## config.mk

```make
export PLATFORM = sky130hd
export DESIGN_NAME = acq_sequencer
export DESIGN_NICKNAME = d
export VERILOG_FILES = /design/src/rtl/acq_sequencer.sv
export SDC_FILE = /design/constraint.sdc
export NUM_CORES = 1
export LEC_CHECK = 0
export BUFFER_PORTS_ARGS = -buffer_cell sky130_fd_sc_hd__buf_2
export CORE_MARGIN = 3
export CORE_UTILIZATION = 40
export CTS_CLUSTER_DIAMETER = 150
export DETAILED_ROUTE_END_ITERATION = 12
export SLEW_MARGIN = 20
export SYNTH_ARGS = -nofsm -noshare
export SYNTH_HDL_FRONTEND = slang
export SYNTH_SLANG_ARGS = --single-unit
```

## constraint.sdc

```tcl
create_clock -name clk -period 3.3 [get_ports clk]
set_input_delay 0.66 -clock clk [delete_from_list [all_inputs] [get_ports clk]]
set_output_delay 0.66 -clock clk [all_outputs]
set_load 0.01 [all_outputs]
```

## src/rtl/acq_sequencer.sv

```systemverilog
// Acquisition sequencer for the scope capture path.
// Sequences pre-fill, arm, trigger detect, post-fill and display handoff of a ring-buffer
// capture, with AUTO/NORMAL/SINGLE/STOP run modes, auto-trigger timeout and re-arm holdoff.
//
// Ports:
//   clk         system clock
//   rst         asynchronous active-low reset
//   mode        00 AUTO, 01 NORMAL, 10 SINGLE, 11 STOP
//   single_arm  pulse, starts one capture in SINGLE mode
//   sample_en   sample valid strobe
//   sample      ADC sample
//   level       trigger level (unsigned)
//   slope       0 rising, 1 falling
//   read        consumer takes the frame
//   wr_en       buffer write strobe
//   wr_addr     buffer write address
//   wr_data     buffer write data
//   start_addr  address of the oldest sample of the captured window
//   ready       complete frame available
//   auto_trig   last frame was forced by the AUTO timeout
//   busy        sequencer is neither idle nor holding a finished frame
module acq_sequencer #(
  parameter int unsigned DATA_W       = 12,
  parameter int unsigned DEPTH        = 256,
  parameter int unsigned PRE_TRIG     = 64,
  parameter int unsigned AUTO_TIMEOUT = 4096,
  parameter int unsigned HOLDOFF      = 16,
  localparam int unsigned AW          = $clog2(DEPTH)
) (
  input  logic              clk,
  input  logic              rst,
  input  logic [1:0]        mode,
  input  logic              single_arm,
  input  logic              sample_en,
  input  logic [DATA_W-1:0] sample,
  input  logic [DATA_W-1:0] level,
  input  logic              slope,
  input  logic              read,
  output logic              wr_en,
  output logic [AW-1:0]     wr_addr,
  output logic [DATA_W-1:0] wr_data,
  output logic [AW-1:0]     start_addr,
  output logic              ready,
  output logic              auto_trig,
  output logic              busy
);

  localparam logic [1:0] ModeAuto   = 2'b00;
  localparam logic [1:0] ModeSingle = 2'b10;
  localparam logic [1:0] ModeStop   = 2'b11;

  localparam int unsigned PostN = DEPTH - PRE_TRIG;

  typedef enum logic [2:0] {
    StIdle,
    StPrefill,
    StArmed,
    StPost,
    StDone,
    StHold
  } state_t;

  state_t            state_q;
  logic [1:0]        run_mode_q;   // mode latched at IDLE/HOLD exit
  logic [31:0]       cnt_q;        // PREFILL/POST/HOLD strobe counter
  logic [31:0]       to_cnt_q;     // ARMED strobes without trigger
  logic [DATA_W-1:0] prev_q;
  logic              prev_valid_q;

  logic [AW-1:0] next_addr;
  logic          rise_hit;
  logic          fall_hit;
  logic          trig_hit;
  logic          timeout_hit;
  logic          write_state;

  always_comb begin
    // wr_addr shows the address of the write in flight; it advances the cycle after.
    next_addr   = wr_en ? wr_addr + AW'(1) : wr_addr;
    rise_hit    = prev_valid_q && (prev_q < level) && (sample >= level);
    fall_hit    = prev_valid_q && (prev_q > level) && (sample <= level);
    trig_hit    = slope ? fall_hit : rise_hit;
    // Timeout follows the live mode, not the latched one.
    timeout_hit = (mode == ModeAuto) && (to_cnt_q == AUTO_TIMEOUT - 1);
    write_state = (state_q == StPrefill) || (state_q == StArmed) || (state_q == StPost);
  end

  always_ff @(posedge clk or negedge rst) begin
    if (!rst) begin
      state_q      <= StIdle;
      run_mode_q   <= 2'b00;
      cnt_q        <= '0;
      to_cnt_q     <= '0;
      prev_q       <= '0;
      prev_valid_q <= 1'b0;
      wr_en        <= 1'b0;
      wr_addr      <= '0;
      wr_data      <= '0;
      start_addr   <= '0;
      ready        <= 1'b0;
      auto_trig    <= 1'b0;
      busy         <= 1'b0;
    end else begin
      wr_addr <= next_addr;
      wr_en   <= 1'b0;
      if (mode == ModeStop) begin
        // Abort: buffer pointers are kept, everything else returns to idle.
        state_q      <= StIdle;
        ready        <= 1'b0;
        busy         <= 1'b0;
        cnt_q        <= '0;
        to_cnt_q     <= '0;
        prev_valid_q <= 1'b0;
      end else begin
        if (sample_en && write_state) begin
          wr_en        <= 1'b1;
          wr_data      <= sample;
          prev_q       <= sample;
          prev_valid_q <= 1'b1;
        end
        unique case (state_q)
          StIdle: begin
            if ((mode != ModeSingle) || single_arm) begin
              state_q    <= StPrefill;
              run_mode_q <= mode;
              busy       <= 1'b1;
              cnt_q      <= '0;
            end
          end
          StPrefill: begin
            if (sample_en) begin
              if (cnt_q == PRE_TRIG - 1) begin
                state_q  <= StArmed;
                cnt_q    <= '0;
                to_cnt_q <= '0;
              end else begin
                cnt_q <= cnt_q + 32'd1;
              end
            end
          end
          StArmed: begin
            if (sample_en && (trig_hit || timeout_hit)) begin
              start_addr <= next_addr - AW'(PRE_TRIG);
              auto_trig  <= !trig_hit;  // a real trigger wins over the timeout
              // The trigger sample is the first post sample.
              if (PostN == 1) begin
                state_q <= StDone;
                ready   <= 1'b1;
                busy    <= 1'b0;
                cnt_q   <= '0;
              end else begin
                state_q <= StPost;
                cnt_q   <= 32'd1;
              end
            end else if (sample_en && (to_cnt_q != AUTO_TIMEOUT - 1)) begin
              // Saturate so a later switch to AUTO fires on the next strobe.
              to_cnt_q <= to_cnt_q + 32'd1;
            end
          end
          StPost: begin
            if (sample_en) begin
              if (cnt_q == PostN - 1) begin
                state_q <= StDone;
                ready   <= 1'b1;
                busy    <= 1'b0;
                cnt_q   <= '0;
              end else begin
                cnt_q <= cnt_q + 32'd1;
              end
            end
          end
          StDone: begin
            if (read && ready) begin
              ready <= 1'b0;
              cnt_q <= '0;
              if (run_mode_q == ModeSingle) begin
                state_q      <= StIdle;
                prev_valid_q <= 1'b0;
              end else if (HOLDOFF > 0) begin
                state_q      <= StHold;
                busy         <= 1'b1;
                prev_valid_q <= 1'b0;
              end else begin
                state_q <= StPrefill;
                busy    <= 1'b1;
              end
            end
          end
          StHold: begin
            if (sample_en) begin
              if (cnt_q == HOLDOFF - 1) begin
                state_q    <= StPrefill;
                run_mode_q <= mode;
                cnt_q      <= '0;
              end else begin
                cnt_q <= cnt_q + 32'd1;
              end
            end
          end
          default: state_q <= StIdle;
        endcase
      end
    end
  end

endmodule

```

After elaboration in Yosys (flattened, before gate mapping)
Cells that the tools add are included.

Add/subtract/negate cells: 4. Magnitude comparators: 4. Equal/unequal tests: 28. Multiplexer cells: 53. Bitwise gates (word level): 1. Reduce and logical (&&, ||, !) cells: 29.

Operators by type and width (number): $mux W32 (15); $pmux W32 S6 (1); $add A32 B1 Y32 const B (2); $pmux W32 S2 (1); $mux W3 (11); $eq A32 B12 Y1 const B (1); $eq A32 B4 Y1 const B (1); $eq A32 B6 Y1 const B (1); $eq A32 B8 Y1 const B (1); $ne A32 B12 Y1 const B (1); $ne A3 B3 Y1 const B (6); $pmux W3 S6 (1); $mux W1 (17); $ge A12 B12 Y1 (1); $gt A12 B12 Y1 (1); $le A12 B12 Y1 (1); $lt A12 B12 Y1 (1); $ne A3 B1 Y1 const B (4); $reduce_and A5 Y1 (2); $logic_and A1 B1 Y1 (9); $reduce_and A9 Y1 (1); $add A8 B1 Y8 const B (1); $mux W8 (1); $ne A2 B2 Y1 const B (4); other kinds (24) (34).

Bits in registers: 102. Bits of input ports: 32. Output and inout port bits: 32. Word-level logic and storage cells: 131.

Longest topological paths before layout
Word-level depth: 9. Mapped depth: 11. Gate-level depth less buffers: 9.

Worst setup path after synthesis
OpenSTA, ideal clock, no wires.

Path type: input to register. Start: in level[2]. End: reg to_cnt_q[29]. Setup time: 120 ps. Data arrival time: 2941 ps. Data required time: 3180 ps. Path slack: 239 ps. Stages: 10. Buffers on the path: 1. Cell sequence: inv_1 -> ha_1 -> a21o_1 -> a211oi_1 -> nor2_1 -> o311a_1 -> o31ai_4 -> clkbuf_1 -> nand4_1 -> a31o_1.

Word-level cells in the longest chain between the ends: 8.

Ends and longest elaborated chain: from (decl) (line 36) `input logic [DATA_W-1:0] level,`; $lt A12 B12 Y1 or $gt A12 B12 Y1 (tied branches) (line 80, 81); $logic_and A1 B1 Y1, on equally long branches (2 in series) (line 80, 81); $mux W1 * (line 82) `trig_hit = slope ? fall_hit : rise_hit;`; $logic_or A1 B1 Y1 * (line 142) `if (sample_en && (trig_hit || timeout_hit)) begin`; $logic_and A1 B1 Y1 * (line 142); $ne A3 B3 Y1 (no line) *; $reduce_and A5 Y1 (no line) *; to (signal assigned) (line 157) `to_cnt_q <= to_cnt_q + 32'd1;`; to (decl) (line 66) `logic [31:0] to_cnt_q;`.

Every way passes the cells marked *; elsewhere a longest branch is shown, timed or not. A chain may end at the register's enable or synchronous reset.

Final worst setup path
Start: reg to_cnt_q[0]. End: reg cnt_q[22].

Word-level cells in the longest chain between the ends: 6.

Ends and longest elaborated chain: $eq A32 B12 Y1 (line 84) `timeout_hit = (mode == ModeAuto) && (to_cnt_q == AUTO_TIMEOUT - 1);`; $logic_and A1 B1 Y1 (line 84); $logic_or A1 B1 Y1 (line 142); $logic_and A1 B1 Y1 (line 142); $ne A3 B1 Y1 (no line); $reduce_and A7 Y1 (no line); to (signal assigned) (line 137) `cnt_q <= cnt_q + 32'd1;`; to (signal assigned) (line 168) `cnt_q <= cnt_q + 32'd1;`; to (signal assigned) (line 196) `cnt_q <= cnt_q + 32'd1;`; to (decl) (line 65) `logic [31:0] cnt_q;`.

Every way passes these cells.

==> results_dict.tcl <==
set metrics [dict create \
    ctsHtreeMaxLevel 3 \
    io_pins 64 \
    path_cells "ha_1 > nand3_2 > or4_4 > or3_4 > nor3_4 > o31a_1 > buf_12 > buf_12 > o221ai_1 > a22o_1" \
    synth_edf_count 0 \
    tightestPinTransition_ns 1.06 \
    antenna_cells 0 \
    seqCellArea_um2 2550 \
    slowest_stage "or4_4" \
    period_minus_slack_ns 3.08 \
    relSlewSlack 0.295 \
    grt_usage 0.201 \
    area_growth_pct 16.0 \
    cts_tree "done" \
    synthCells 700 \
    fillers 1510 \
    rsz0062_at_grt "no" \
    drtAntennaViolNets 0 \
    path_max_fanout 19 \
    setup_viol 0 \
    p_leak_uw 0.00326 \
    hold_violations 0 \
    vdd_drop_max_mv 0.405 \
    core_area_um2 15400 \
    grt_max_degree 58 \
    syn_nets 759 \
    clk_latency_ns 0.36 \
    crit_arrival_ns 3.32 \
    path_delay_family "simple AND/OR/NAND/NOR gates" \
    drive_gt1_frac 0.187 \
    first_global_vias 5892 \
    portBuffers 63 \
    grt_antenna_before_repair 0 \
    fmax_ghz 0.325 \
    ys.warnings.count 0 \
    die_w_um 132 \
    grt_pass1_wl_um 29400 \
    cts_setup_buffers 0 \
    clk_pin_slew_ns 0.07 \
    place_inst 964 \
    cp_common_cell "buf_12" \
    synthFlopType "dfrtp_1" \
    syn_avg_cell_area_um2 9.11 \
    slew_violations 0 \
    min_path_type "in -> async" \
    cts_buffers 9 \
    yosysSeqAreaShare 0.400 \
    die_h_um 132 \
    grt_remaining_overflow 0 \
    cp-end-kind "register" \
    r2r-start "to_cnt_q[0]" \
    vias_per_cell 6.07 \
    dieArea_um2 17500 \
    critPathLaunch "to_cnt_q[0]" \
    synth_top_area_frac 0.400 \
    firstDrtPassIters 5 \
    cp.buffers_inverters 2 \
    syn_area_um2 6380 \
    utilization 0.480 \
    wl_per_cell_um 17.9 \
    cts_resized 0 \
    holdBufCountCts 0 \
    synthTopCellsByCount "dfrtp_1, nand2_1, nor2_1" \
    gp_congestion 0.885 \
    r2r_slack_ns 0.22 \
    rows 45 \
    wl_um 17500 \
    synth.most_common_cell "dfrtp_1" \
    drc 0 \
    initial_utilization 0.414 \
    ys_async_sr_fraction 1.00 \
    multi_input_area_um2 3550 \
    drt_iter0_drc 514 \
    finalCritPeriodShare 0.932 \
    cts.sinks 102 \
    p_total_uw 5070 \
    maxCapViolations 0 \
    synth_cell_type_count 68 \
    hpwl_um 12100 \
    start_kind "register" \
    synth_area_leader_cell "dfrtp_1" \
    vias 5951 \
    nets 823 \
    status "finished clean" \
    clock_path_buffers 2 \
    rr_endpoint "cnt_q[22]" \
    fin_worst_skew_ns 0.00873 \
    worst-r2r-cell-count 10 \
    pwr_density_cell_nw_per_um2 684 \
    ys_top_cells_by_area "dfrtp_1, ha_1, nand2_1, mux2_2, a31oi_1" \
    cts-root-buf "clkbuf_16" \
    finalNonFillerCells 980 \
    ys_ff_latch 102 \
    worst_hold_slack_ns 0.364 \
    crit_type "reg -> reg" \
    max_stage_delay_ns 0.59 \
    required_ns 3.55 \
]
worst reg2reg max path, delay by kind of cell, from the launching register on:
| kind | cells | cell delay, ns |
|---|---|---|
| AOI/OAI and AO/OA | 3 | 0.60 |
| adders and majority gates | 1 | 0.23 |
| buffers and inverters | 2 | 0.32 |
| DFF | 1 | 0.42 |
| and+or+nand+nor | 4 | 1.39 |
area by class of cell:
class                           instances  share of cell area
Multi-Input combinational cell        530               0.480
Sequential cell                       102               0.345
Timing Repair Buffer                   94              0.0828
Tap cell                              211              0.0357
Clock buffer                           10              0.0323
Inverter                               27              0.0137
Clock inverter                          6              0.0103
through the flow:
step / setup WS (ns) / area (um^2) / setup TNS [ns]
floorplan: 0.239 / 6380 / 0
global placement: -0.0200 / 7080 / -0.0579
detailed placement: -0.0642 / 7080 / -0.782
CTS: 0.182 / 7400 / 0
global route: 0.0664 / 7400 / 0
finish: 0.225 / 7400 / 0
sequential cells by signal (all words and copies together) (netlist names):
signal and flops:
auto_trig 1, busy 1, cnt_q 32, prev_q 12, prev_valid_q 1, ready 1, run_mode_q 2, start_addr 8
state_q 3, to_cnt_q 32, wr_addr 8, wr_en 1
report_power, final:
group | switching, uW | internal, uW | total [uW]
Sequential | 201 | 1460 | 1660
Combinational | 1340 | 923 | 2270
Clock | 519 | 623 | 1140
worst max-delay path by stage:
stage | end | cells past startpoint
2_1_floorplan | to_cnt_q[29] | 10
3_3_place_gp | to_cnt_q[3] | 11
3_5_place_dp | start_addr[0] | 11
4_1_cts | cnt_q[19] | 8
5_1_grt | cnt_q[1] | 9
6_report | cnt_q[22] | 10
cells by family (layout without fill, tap and decap cells):
family / Yosys count / after routing / synth area share
AO/OA/AOI/OAI: 194 / 194 / 0.216
XOR/XNOR: 8 / 8 / 0.0110
adder cells (fa/ha/maj): 27 / 27 / 0.0530
buffers and inverters: 68 / 137 / 0.0449
flip-flops: 102 / 102 / 0.400
multiplexers: 32 / 32 / 0.0559
AND/OR/NAND/NOR: 269 / 269 / 0.219
placed cells by master (no fill, tap or decap), types with 10 or more instances in the layout:
cell type / netlist / routed
a211oi_1: 10 / 10
a21oi_1: 30 / 30
a22o_1: 11 / 11
a31oi_1: 28 / 28
and3_1: 12 / 12
buf_2: 7 / 62
buf_4: 0 / 27
dfrtp_1: 102 / 102
ha_1: 27 / 27
inv_1: 27 / 27
mux2_2: 17 / 17
mux2i_1: 12 / 12
nand2_1: 67 / 67
nand3_1: 34 / 34
nand4_1: 28 / 28
nor2_1: 42 / 40
nor3_1: 24 / 24
nor4_1: 17 / 17
o21ai_0: 34 / 34
o311ai_0: 10 / 10
layer usage:
| metal | wire length (um) | up-vias | track usage |
|---|---|---|---|
| li1 | - | 2820 | - |
| met2 | 8620 | 166 | 0.334 |
| met4 | 291 | 0 | 0.0577 |
| met5 | 0 | - | 0 |
| met1 | 7720 | 2938 | 0.266 |
| met3 | 873 | 27 | 0.0458 |
No activity file was read; power rests on OpenSTA's default activity.
